**config.mk**
```make
export PLATFORM = sky130hd
export DESIGN_NAME = stim_harness_core
export DESIGN_NICKNAME = d
export VERILOG_FILES = /design/src/rtl/stim_harness_pkg.sv /design/src/rtl/stim_lfsr_ch.sv /design/src/rtl/stim_harness_core.sv
export SDC_FILE = /design/constraint.sdc
export NUM_CORES = 1
export LEC_CHECK = 0
export CAP_MARGIN = 0
export CORE_AREA = 4 4 259 261
export CTS_CLUSTER_DIAMETER = 120
export DETAILED_ROUTE_END_ITERATION = 10
export DIE_AREA = 0 0 263 265
export SYNTH_ARGS = -nofsm -noshare
export SYNTH_HDL_FRONTEND = slang
export SYNTH_SLANG_ARGS = --single-unit
```
**constraint.sdc**
```tcl
create_clock -name clk -period 17.85 [get_ports clk]
set_input_delay 4.4625 -clock clk [delete_from_list [all_inputs] [get_ports clk]]
set_output_delay 4.4625 -clock clk [all_outputs]
set_load 0.02 [all_outputs]
```
**src/rtl/stim_harness_pkg.sv**
```systemverilog
// Shared types and helpers for the stimulus/observation harness: run states,
// stock Galois tap masks, the right-shift LFSR step and per-channel seed derivation.
package stim_harness_pkg;

   typedef enum logic [1:0] {
      IDLE = 2'd0,
      RUN  = 2'd1,
      DONE = 2'd2
   } run_state_t;

   localparam logic [7:0]  TAPS_8  = 8'hB8;
   localparam logic [15:0] TAPS_16 = 16'hB400;
   localparam logic [31:0] TAPS_32 = 32'h80200003;
   localparam logic [63:0] TAPS_64 = 64'hD800000000000000;

   // Operands are zero-extended to 64 bits; callers truncate back to their width.
   function automatic logic [63:0] lfsr_step(input logic [63:0] s, input logic [63:0] taps);
      return (s >> 1) ^ (s[0] ? taps : 64'd0);
   endfunction

   function automatic logic [63:0] seed_of(input int unsigned i, input logic [63:0] base,
                                           input logic [63:0] step, input int unsigned width);
      logic [63:0] mask;
      logic [63:0] s;
      mask = (width >= 64) ? '1 : ((64'd1 << width) - 64'd1);
      s    = (base + step * 64'(i)) & mask;
      return (s == 64'd0) ? 64'd1 : s;
   endfunction

endpackage

```
**src/rtl/stim_lfsr_ch.sv**
```systemverilog
// One Galois right-shift LFSR stimulus channel; load (seed) wins over advance.
// State is registered and drives the output directly, so there is no input-to-output path.
module stim_lfsr_ch import stim_harness_pkg::*; #(
   parameter int unsigned      WIDTH = 32,
   parameter logic [WIDTH-1:0] TAPS  = WIDTH'(32'h80200003),
   parameter logic [WIDTH-1:0] SEED  = WIDTH'(1)
) (
   input  logic             clk,
   input  logic             reset,
   input  logic             load,
   input  logic             advance,
   output logic [WIDTH-1:0] state
);

   always_ff @(posedge clk or posedge reset) begin
      if (reset) begin
         state <= SEED;
      end else if (load) begin
         state <= SEED;
      end else if (advance) begin
         state <= WIDTH'(lfsr_step(64'(state), 64'(TAPS)));
      end
   end

endmodule

```
**src/rtl/stim_harness_core.sv**
```systemverilog
// Run-controlled LFSR stimulus bank plus MISR compaction of a wide observed bus; outputs are registered, no backpressure.
// STIM_HARNESS_OBS_REG_EN inserts a register on obs_i before folding (MISR then compacts the previous cycle's bus).
module stim_harness_core import stim_harness_pkg::*; #(
   parameter int unsigned         NUM_CH     = 12,
   parameter int unsigned         CH_WIDTH   = 32,
   parameter logic [CH_WIDTH-1:0] CH_TAPS    = CH_WIDTH'(32'h80200003),
   parameter logic [63:0]         SEED_BASE  = 64'd3,
   parameter logic [63:0]         SEED_STEP  = 64'd2,
   parameter int unsigned         OBS_WIDTH  = 256,
   parameter int unsigned         SIG_WIDTH  = 32,
   parameter logic [SIG_WIDTH-1:0] SIG_TAPS  = SIG_WIDTH'(32'h80200003),
   parameter int unsigned         RUN_CYCLES = 0
) (
   input  logic                         clk,
   input  logic                         reset,
   input  logic                         start,
   input  logic                         freeze,
   input  logic [OBS_WIDTH-1:0]         obs_i,
   output logic [NUM_CH*CH_WIDTH-1:0]   stim_o,
   output logic [SIG_WIDTH-1:0]         sig_o,
   output logic                         busy_o,
   output logic                         done_o
);

   localparam int          NUM_SLICES  = (OBS_WIDTH + SIG_WIDTH - 1) / SIG_WIDTH;
   localparam int          PAD_WIDTH   = NUM_SLICES * SIG_WIDTH;
   localparam bit          RUN_BOUNDED = (RUN_CYCLES != 0);
   localparam logic [31:0] LAST_CNT    = RUN_CYCLES - 1;

   run_state_t             cur_state;
   run_state_t             nxt_state;
   logic [31:0]            cnt;
   logic                   adv;
   logic [OBS_WIDTH-1:0]   obs_src;
   logic [PAD_WIDTH-1:0]   obs_pad;
   logic [SIG_WIDTH-1:0]   obs_fold;

   // start outranks freeze, so a restart is never swallowed by a held freeze.
   assign adv = (cur_state == RUN) && !freeze && !start;

   always_ff @(posedge clk or posedge reset) begin
      if (reset) begin
         cur_state <= IDLE;
      end else begin
         cur_state <= nxt_state;
      end
   end

   always_comb begin
      nxt_state = cur_state;
      case (cur_state)
         IDLE: if (start) nxt_state = RUN;
         RUN: begin
            if (start) begin
               nxt_state = RUN;
            end else if (adv && RUN_BOUNDED && (cnt == LAST_CNT)) begin
               nxt_state = DONE;
            end
         end
         DONE: if (start) nxt_state = RUN;
         default: nxt_state = IDLE;
      endcase
   end

   always_comb begin
      busy_o = 1'b0;
      done_o = 1'b0;
      case (cur_state)
         RUN:     busy_o = 1'b1;
         DONE:    done_o = 1'b1;
         default: ;
      endcase
   end

   // Wraps freely when RUN_CYCLES is 0; only the bounded run reads it for control.
   always_ff @(posedge clk or posedge reset) begin
      if (reset) begin
         cnt <= 32'd0;
      end else if (start) begin
         cnt <= 32'd0;
      end else if (adv) begin
         cnt <= cnt + 32'd1;
      end
   end

   for (genvar i = 0; i < NUM_CH; i++) begin : g_ch
      stim_lfsr_ch #(
         .WIDTH (CH_WIDTH),
         .TAPS  (CH_TAPS),
         .SEED  (CH_WIDTH'(seed_of(i, SEED_BASE, SEED_STEP, CH_WIDTH)))
      ) u_ch (
         .clk     (clk),
         .reset   (reset),
         .load    (start),
         .advance (adv),
         .state   (stim_o[i*CH_WIDTH +: CH_WIDTH])
      );
   end

`ifdef STIM_HARNESS_OBS_REG_EN
   logic [OBS_WIDTH-1:0] obs_q;

   always_ff @(posedge clk or posedge reset) begin
      if (reset) begin
         obs_q <= '0;
      end else begin
         obs_q <= obs_i;
      end
   end

   assign obs_src = obs_q;
`else
   assign obs_src = obs_i;
`endif

   // Last slice is zero-padded up to a whole SIG_WIDTH word before XOR folding.
   always_comb begin
      obs_pad  = PAD_WIDTH'(obs_src);
      obs_fold = '0;
      for (int k = 0; k < NUM_SLICES; k++) begin
         obs_fold = obs_fold ^ obs_pad[k*SIG_WIDTH +: SIG_WIDTH];
      end
   end

   always_ff @(posedge clk or posedge reset) begin
      if (reset) begin
         sig_o <= '0;
      end else if (start) begin
         sig_o <= '0;
      end else if (adv) begin
         sig_o <= SIG_WIDTH'(lfsr_step(64'(sig_o), 64'(SIG_TAPS))) ^ obs_fold;
      end
   end

endmodule
```
-- Yosys cells after proc, flatten, opt, wreduce, memory -nomap -nowiden
Index checks and enable logic that the tools add are counted.
- eq/ne operators: 3
- bitwise operators: 21
- reductions and logical operators: 7
- multiplexer cells: 43
- operator list (kind ; number):
    32-bit 2-to-1 mux ; 39
    31-bit by 32-bit XOR with 32-bit output ; 13
    32-bit XOR ; 8
    2-bit 2-to-1 mux ; 2
    3-bit OR reduction ; 1
    2-bit by 1-bit equality test with 1-bit output, second input constant ; 1
    2-bit equality test, second input constant ; 1
    1-bit logical AND ; 2
    1-bit logical NOT ; 2
    2-bit logical NOT ; 1
    1-bit 2-to-1 mux ; 2
    2-bit by 1-bit != test with 1-bit output, second input constant ; 1
    2-bit nonzero test ; 1
- register bits: 418
- word-level logic and storage cells: 88
- output and inout port bits: 418

-- Longest topological paths before layout
- depth in word-level cells: 10
- mapped depth: 6
- gate-level depth less buffers: 4

-- Hierarchy
A second synthesis with hierarchy kept.
- cells, all modules: 1598
- area total of the unflattened synthesis: 19982.9 sq um
- by module, submodules not included (module ; area each (sq um) ; instances ; seq. area each (sq um) ; cells an instance):
    stim_lfsr_ch at g_ch[11].u_ch ... ; 1367.6 ; 3 ; 804.5 ; 107
    stim_lfsr_ch at g_ch[1].u_ch ... ; 1365.1 ; 3 ; 803.3 ; 107
    stim_lfsr_ch at g_ch[2].u_ch ... ; 1360.1 ; 3 ; 804.5 ; 108
    stim_harness_core ; 3623.5 ; 1 ; 825.8 ; 308
    stim_lfsr_ch at g_ch[10].u_ch ... ; 1361.3 ; 2 ; 805.8 ; 108
    stim_lfsr_ch at g_ch[0].u_ch ; 1358.8 ; 1 ; 803.3 ; 108

-- Worst setup path before layout
OpenSTA, ideal clock, no wires.
- kind: input -> register
- start point: input port obs_i[64]
- end point: register sig_o[0]
- buffers on the path: 0
- slack: 12248 ps
- required time: 17722 ps
- cell stages on the path: 4
- data arrival time: 5475 ps
- setup time: 128 ps
- cells stage by stage: xor2_1 xnor3_1 mux2i_1 mux2_1
- cells in the longest elaborated chain, start to end: 9
- ends and longest elaborated chain (element ; RTL line ; RTL):
    start, declared ; stim_harness_core.sv:18 ; input logic [OBS_WIDTH-1:0] obs_i,
    32-bit XOR (6 in series) ; stim_harness_core.sv:121 ; obs_fold = obs_fold ^ obs_pad[k*SIG_WIDTH +: SIG_WIDTH];
    32-bit XOR ; stim_harness_core.sv:131 ; sig_o <= SIG_WIDTH'(lfsr_step(64'(sig_o), 64'(SIG_TAPS))) ^ obs_fold;
    32-bit 2-to-1 mux ; stim_harness_core.sv:130 ; end else if (adv) begin
    32-bit 2-to-1 mux ; stim_harness_core.sv:128 ; end else if (start) begin
    end signal, assigned ; stim_harness_core.sv:131 ;
    end, declared ; stim_harness_core.sv:20 ; output logic [SIG_WIDTH-1:0] sig_o,
No other way between the ends. The select of a mux whose other input is x is not followed.
A chain may end at the register's enable or synchronous reset.

-- Worst setup path after layout
- start point: input port freeze
- end point: register g_ch[10].u_ch.state[1]
- cells in the longest elaborated chain, start to end: 4
- ends and longest elaborated chain (element ; RTL line ; RTL):
    start, declared ; stim_harness_core.sv:17 ; input logic freeze,
    1-bit logical NOT ; stim_harness_core.sv:39 ; assign adv = (cur_state == RUN) && !freeze && !start;
    1-bit logical AND (2 in series) ; stim_harness_core.sv:39 ;
    2-bit nonzero test (no source line) ; -- ;
    end signal, assigned ; stim_lfsr_ch.sv:21 ; state <= WIDTH'(lfsr_step(64'(state), 64'(TAPS)));
    end, declared ; stim_lfsr_ch.sv:12 ; output logic [WIDTH-1:0] state
No other way between the ends.

==> out/results.ini <==
[power]
peakVddDrop_v = 0.00006497
leakagePower_nw = 11.30
power_density_nw_per_um2 = 89.52

[critical_path]
rr_worst_depth = 5
crit_start = freeze
worst_ep_required_time_ns = 18.35
crit_type = primary input to flop
rr_startpoint = cur_state[0]$_DFFE_PP0P_
critPathCaptureType = flop
crit_arrival_ns = 8.16
r2r_end = g_ch[10].u_ch.state[1]$_DFFE_PP1P_
endpoint = g_ch[10].u_ch.state[1]$_DFFE_PP1P_
cp-start-kind = primary input
cp_max_fo = 102
r2r_slack_ns = 14.24

[sta]
tightest_slew_ns = 1.153
slew_headroom_pct = 23.14
hold_viol = 0
hold_ws_ns = 0.4928
finalSetupViolations = 0
slew_violations = 0
final.min_clock_period_ns = 7.654
tns_ns = 0
rsz0062_at_grt = false
fmax_mhz = 130.7
finalCritPeriodShare_pct = 42.88
finClkSkew_ns = 0.03087

[cells_and_area]
nNetsFinal = 2869
fillCellCount = 6174
area_growth_syn_to_layout_pct = 47.40
drive_gt1_share_pct = 5.100

[logic_synthesis]
ys.warnings.count = 0
synth.yosys.seq_area_share_pct = 54.93
synth_top_area_share_pct = 50.24
synth_ff_type = dfrtp_1
syn-num-nets = 2266
synthArstFlopShare_pct = 100.0
ys_ff_latch = 417
yosys-top-cells-area = dfrtp_1 (50%), nand2_1 (14%), a21oi_1 (9.0%)
ys_top_cells_by_count = nand2_1 (697), dfrtp_1 (383), a21oi_1 (344)
synth-edff-count = 0
syn_area_um2 = 19080
yosysMostFrequentCell = nand2_1
synth_area_per_cell_um2 = 9.509
yosysTopAreaCell = dfrtp_1
synth_cells = 2006
yosysUniqueCellTypes = 25

[clocking]
postCtsSetupBuffers = 0
root_buffer = clkbuf_16
cts_inserted_buffers = 47
clkSinkCount = 417
path_clk_slew_ns = 0.06
clockBufferDepth = 3
clock_latency_ns = 0.59
ctsResizeCount = 0
cts_tree = yes
cts_hold_buf = 0
htree_levels = 2

[placement]
hpwl_mm = 50.67
io_buffers = 676
place.gp.congestion = 0.9815

[detailed_routing]
route.vias.total = 16400
drt_iter0_markers = 1146
viasPerCell = 4.679
drt_wl_total_mm = 70.20
firstDrtPassIters = 5
drcViolationCount = 0
wl_per_cell_um = 20.03
drtAntennaViolNets = 0

[floorplanning]
dieArea_um2 = 69700
core_um2 = 64460
rows = 93
dieHeight_um = 265
io_pins = 678
start_util_pct = 29.59
fp.dieW_um = 263

[flow_run]
cap_violations = 0

[grt]
antenna_found_initial = 4
grt_pass1_wl_mm = 105.5
groute.usage.overall_pct = 19.26
gr-total-overflow = 0
grt_pass1_vias = 16770
grt_max_degree = 104

[min_path]
hp-class = flop to flop
worstHoldStart = g_ch[5].u_ch.state[3]$_DFFE_PP1P_

[run_status]
status = finished clean

[stage by stage]
| step | power, mW | cells | worst slack (ns) | util (%) | area (µm²) |
|---|---|---|---|---|---|
| 4_1_cts | 2.556 | 3502 | 10.16 | 43.61 | 28110 |
| 6_report | 2.517 | 3505 | 10.20 | 43.62 | 28120 |
| 2_1_floorplan | 1.295 | 2006 | 1.837 | - | 19080 |
| 3_3_place_gp | 1.502 | 3415 | 9.556 | 41.03 | 26450 |
| 5_1_grt | 2.631 | 3505 | 9.699 | 43.62 | 28120 |
| 3_5_place_dp | 1.506 | 3415 | 9.534 | 41.03 | 26450 |
[how the worst min path moves through the flow]
stage                                              end  slack [ns]  cells past startpoint
floorplan           g_ch[10].u_ch.state[4]$_DFFE_PP1P_        0.52                      2
global placement    g_ch[11].u_ch.state[3]$_DFFE_PP1P_        0.48                      2
detailed placement  g_ch[10].u_ch.state[4]$_DFFE_PP1P_        0.49                      2
CTS                  g_ch[5].u_ch.state[2]$_DFFE_PP1P_        0.50                      2
global route         g_ch[9].u_ch.state[4]$_DFFE_PP1P_        0.53                      2
finish               g_ch[5].u_ch.state[2]$_DFFE_PP1P_        0.49                      2
[where the power goes]
part	internal, mW	switching, mW
sequential	0.985	0.0413
combinational	0.229	0.229
clock	0.617	0.415
[area by class of cell]
class                   instances  area [µm²]  area share, %
inverters                       1       11.26        0.04005
well taps                     855        1070          3.805
flip-flops and latches        417       10480          37.26
clock inverters                22       315.3          1.121
diodes                          3       7.507        0.02670
multi-input cells            1449        7994          28.43
clock buffers                  65        1344          4.779
repair buffers                693        6899          24.54
[logic make-up (layout without fill, tap and decap cells)]
group	count (synthesis)	count (layout)	synth area share, %
muxes	2	2	0.1115
DFF	417	417	54.93
buffers and inverters	140	781	3.247
AOI/OAI and AO/OA	411	411	11.32
xor gates and xnor gates	248	248	13.77
other	1	4	0.01966
and+or+nand+nor	787	787	16.61
[layer usage]
layer	vias to the layer above	track usage [%]	share of wire, %
met2	570	32.08	49
li1	7700	-	-
met3	133	5.996	7.6
met4	2	7.923	4.1
met5	-	0	0.011
met1	7994	23.31	40
[cell usage in the layout, fill, tap and decap left out, types with 8 or more instances in the layout]
master / n
xnor3_1: 33
a21oi_1: 344
buf_4: 17
a211oi_1: 20
dfrtp_1: 383
clkdlybuf4s50_1: 675
nand2_1: 697
dfstp_2: 34
and3_1: 12
clkinv_2: 8
clkbuf_16: 47
xor2_1: 61
nand3b_1: 45
xnor2_1: 154
clkbuf_8: 10
o21ai_0: 29
clkbuf_1: 8
nor2_1: 27
o21bai_1: 12
[worst max-delay path: stages]
cell and delay [ns]:
clkdlybuf4s50_1 0.53, nand2b_4 0.80, buf_4 0.93, buf_4 0.94
nor2_1 0.11, a211o_1 0.30
[flip-flops by register name, indices dropped and copies added (netlist names)]
signal and cells:
g_ch.u_ch.state 384, sig_o 32, cur_state 1
(Power assumes the default switching activity.)
